<file path="src/rtl/fibonacci.sv">
// Free-running Fibonacci term generator: one term per clock on f, restarting
// from 0 after the largest term that fits in WIDTH bits.
module fibonacci #(
  parameter int WIDTH = 14
) (
  input  logic             clk,
  input  logic             clr,
  output logic [WIDTH-1:0] f
);

  logic [WIDTH-1:0] a_q, a_d;
  logic [WIDTH-1:0] b_q, b_d;
  logic             last_q, last_d;
  logic [WIDTH:0]   sum;

  // The carry out of a + b means b is about to take a value that cannot be
  // represented, so the b we are moving into a is the final in-range term.
  // last_q remembers that, and the following step restarts at 0, 1 instead
  // of emitting the truncated sum.
  always_comb begin
    sum    = {1'b0, a_q} + {1'b0, b_q};
    a_d    = b_q;
    b_d    = sum[WIDTH-1:0];
    last_d = sum[WIDTH];
    if (last_q) begin
      a_d    = '0;
      b_d    = {{(WIDTH-1){1'b0}}, 1'b1};
      last_d = 1'b0;
    end
  end

  always_ff @(posedge clk or negedge clr) begin
    if (!clr) begin
      a_q    <= '0;
      b_q    <= {{(WIDTH-1){1'b0}}, 1'b1};
      last_q <= 1'b0;
    end else begin
      a_q    <= a_d;
      b_q    <= b_d;
      last_q <= last_d;
    end
  end

  assign f = a_q;

endmodule

</file>
<file path="config.mk">
export PLATFORM = sky130hd
export DESIGN_NAME = fibonacci
export DESIGN_NICKNAME = d
export VERILOG_FILES = /design/src/rtl/fibonacci.sv
export SDC_FILE = /design/constraint.sdc
export NUM_CORES = 1
export LEC_CHECK = 0
export BUFFER_PORTS_ARGS = -buffer_cell sky130_fd_sc_hd__buf_2
export CAP_MARGIN = 20
export CORE_MARGIN = 4
export CORE_UTILIZATION = 62
export CTS_BUF_LIST = sky130_fd_sc_hd__clkbuf_4 sky130_fd_sc_hd__clkbuf_8 sky130_fd_sc_hd__clkbuf_16
export CTS_CLUSTER_SIZE = 12
export DETAILED_ROUTE_END_ITERATION = 7
export GPL_TIMING_DRIVEN = 0
export PLACE_DENSITY = 0.83
export SLEW_MARGIN = 20
export SYNTH_ARGS = -nofsm -noshare
export SYNTH_HDL_FRONTEND = slang
export SYNTH_SLANG_ARGS = --single-unit
export TNS_END_PERCENT = 5
</file>
<file path="constraint.sdc">
create_clock -name clk -period 5.7 [get_ports clk]
set_clock_uncertainty 0.15 [all_clocks]
set_input_delay 1.71 -clock clk [delete_from_list [all_inputs] [get_ports clk]]
set_output_delay 1.71 -clock clk [all_outputs]
set_load 0.01 [all_outputs]
</file>
==> flow_summary.json <==
{
  "gp_congestion": 0.837,
  "peakVddDrop_mv": 0.161,
  "period_minus_slack_ns": 2.73,
  "hp-class": "flip-flop to flip-flop",
  "dpl.hpwl_um": 2270,
  "area_growth_pct": 11.4,
  "synth_compound_area_share_pct": 16.0,
  "p_per_area_nw_per_um2": 202,
  "clockRootBuffer": "clkbuf_4",
  "cts_tree": "done",
  "antenna_cells": 0,
  "max_freq_mhz": 366,
  "design.core.area_um2": 2300,
  "synth_xor_xnor_area_share_pct": 2.26,
  "drv_slew": 0,
  "drive_gt1_share_pct": 19.4,
  "max_stage_delay_ns": 0.40,
  "syn_area_um2": 1550,
  "io_pins": 16,
  "ys_types": 39,
  "crit_required_ns": 3.84,
  "cp.arrival_ns": 0.87,
  "synthArstFlopShare_pct": 100,
  "die_width_um": 58.0,
  "drt_wl_total_um": 3170,
  "worstSetupPathType": "flip-flop to output port",
  "yosysTopAreaCell": "dfrtp_1",
  "holdPathStages": 1,
  "final_nets": 186,
  "routedWlPerCell_um": 16.0,
  "finalCritPeriodShare_pct": 48.0,
  "setup_viol": 0,
  "min_from": "b_q[9]$_DFF_PN0_",
  "dieArea_um2": 3370,
  "synth_simple_gate_area_share_pct": 17.9,
  "clock_latency_ns": 0.33,
  "clockBufferDepth": 2,
  "synthAdderAreaFrac_pct": 12.6,
  "rr_endpoint": "last_q$_DFF_PN0_",
  "seq_area_frac_synth_pct": 46.9,
  "critPathTopFamily": "flip-flops",
  "cts_resized": 0,
  "setup_tns_ns": 0,
  "path_cells": "buf_2",
  "vias": 1155,
  "crit_buf_inv": 1,
  "rrSetupSlack_ns": 3.15,
  "synth-main-ff-cell": "dfrtp_1",
  "cts_max_level": 2,
  "worstSetupEndpointType": "output port",
  "drtIter0Drc": 26,
  "synth_area_leaders": "dfrtp_1 (45%), ha_1 (11%), nor2b_1 (7.7%)",
  "p_total_w": 0.000350,
  "hold_end": "f[9]$_DFF_PN0_",
  "tightestPinTransition_ns": 0.639,
  "yosysWarningCount": 0,
  "r2r-start": "b_q[0]$_DFF_PN1_",
  "path_clk_slew_ns": 0.09,
  "outcome": "finished, final reports clean",
  "synth_top_area_share_pct": 45.2,
  "overflow": 0,
  "start_kind": "flip-flop",
  "drc": 0,
  "worstPathMaxFanout": 3,
  "antenna_found_initial": 0,
  "drv_cap": 0,
  "ant_nets": 0,
  "synth_edf_count": 0,
  "syn_nets": 164,
  "numCtsBuffers": 5,
  "die_height_um": 58.0,
  "power_leakage_nw": 0.985,
  "maxSlewHeadroom_pct": 57.4,
  "critPathSlowestCell": "dfrtp_1",
  "grt_setup_unrepaired": "no",
  "worstRegToRegCells": 8,
  "finalHoldViolCount": 0,
  "synth_cells": 147,
  "rows": 17,
  "cts_sinks": 29,
  "final_util_pct": 75.2,
  "grt_pass1_vias": 1231,
  "grt_max_degree": 30,
  "grt_pass1_wl_um": 5510,
  "syn_area_per_cell_um2": 10.6,
  "first_pass_iters": 4,
  "vias_per_cell": 5.83,
  "cts_hold_buf": 0,
  "cts_setup_buffers": 0,
  "initial_utilization_pct": 67.5,
  "synth_top_family_by_area": "simple AND/OR/NAND/NOR gates",
  "ys_ff_latch": 29,
  "muxShareOfSynthArea_pct": 2.18,
  "port_buffers": 15,
  "track_usage_pct": 22.0
}
## through the flow
stage          cell area, µm²  hold WS [ns]  cells  worst slack [ns]
3_5_place_dp             1660         0.337    190              3.25
6_report                 1730         0.352    198              2.97
2_1_floorplan            1550         0.318    147              3.44
5_1_grt                  1730         0.384    198              2.91
3_3_place_gp             1660         0.323    190              3.32
4_1_cts                  1730         0.354    198              2.96
## sequential cells by signal (all words and copies together), names as in the netlist
signal / flops
b_q: 14
last_q: 1
f: 14
## how the worst max path moves through the flow
stage / startpoint / to / cells after the start
after global placement: b_q[0]$_DFF_PN1_ / last_q$_DFF_PN0_ / 8
after CTS: f[1]$_DFF_PN0_ / f[1] / 1
after global routing: f[1]$_DFF_PN0_ / f[1] / 1
after floorplan: f[1]$_DFF_PN0_ / f[1] / 0
final: f[1]$_DFF_PN0_ / f[1] / 1
after detailed placement: b_q[0]$_DFF_PN1_ / last_q$_DFF_PN0_ / 8
## cells in the final DEF (no fill, tap or decap), drive strengths merged, types with 2 or more instances in the layout
master   n
nor2b   19
dfrtp   28
xnor2    3
o21bai   2
and3     4
a31o     2
mux2     3
o21ai    4
a21oi    9
nor2    14
nand2    6
inv      5
a211oi   3
buf     15
ha      14
clkbuf  12
nor3     4
and2     2
a21o     6
## final cells by class
type                            count  area, µm²
Buffer                              4       16.3
Tap cell                           28       35.0
Sequential cell                    29        727
Timing Repair Buffer               15       75.1
Multi-Input combinational cell    109        790
Inverter                            5       18.8
Clock buffer                        8       66.3
Fill cell                         160        569
## layer usage
layer	share of wire (%)	global-route usage [%]	up-vias
met3	6.0	7.80	8
li1	-	-	564
met2	48	35.6	28
met1	44	26.7	555
met4	2.1	8.61	0
met5	0	0	-
## report_power, final
part / total (W) / switching [W] / internal, W
sequential: 0.000206 / 0 / 0.000206
combinational: 0.00000406 / 0.00000381 / 0.000000246
clock: 0.000140 / 0.0000698 / 0.0000703
## cell families after synthesis
kind of cell / Yosys count
buf+inv: 9
fa+ha+maj: 15
xor+xnor: 4
mux: 3
simple gates: 53
flops: 29
compound gates: 34
## Yosys cell counts (2+ instances only)
master,count
dfrtp_1,28
nor2b_1,19
ha_1,14
nor2_1,14
a21oi_1,8
a21o_1,6
nand2_1,6
inv_1,5
and3_1,4
nor3_1,4
o21ai_0,4
a211oi_1,3
clkbuf_1,3
xnor2_1,3
mux2_2,2
(Power assumes the default switching activity.)
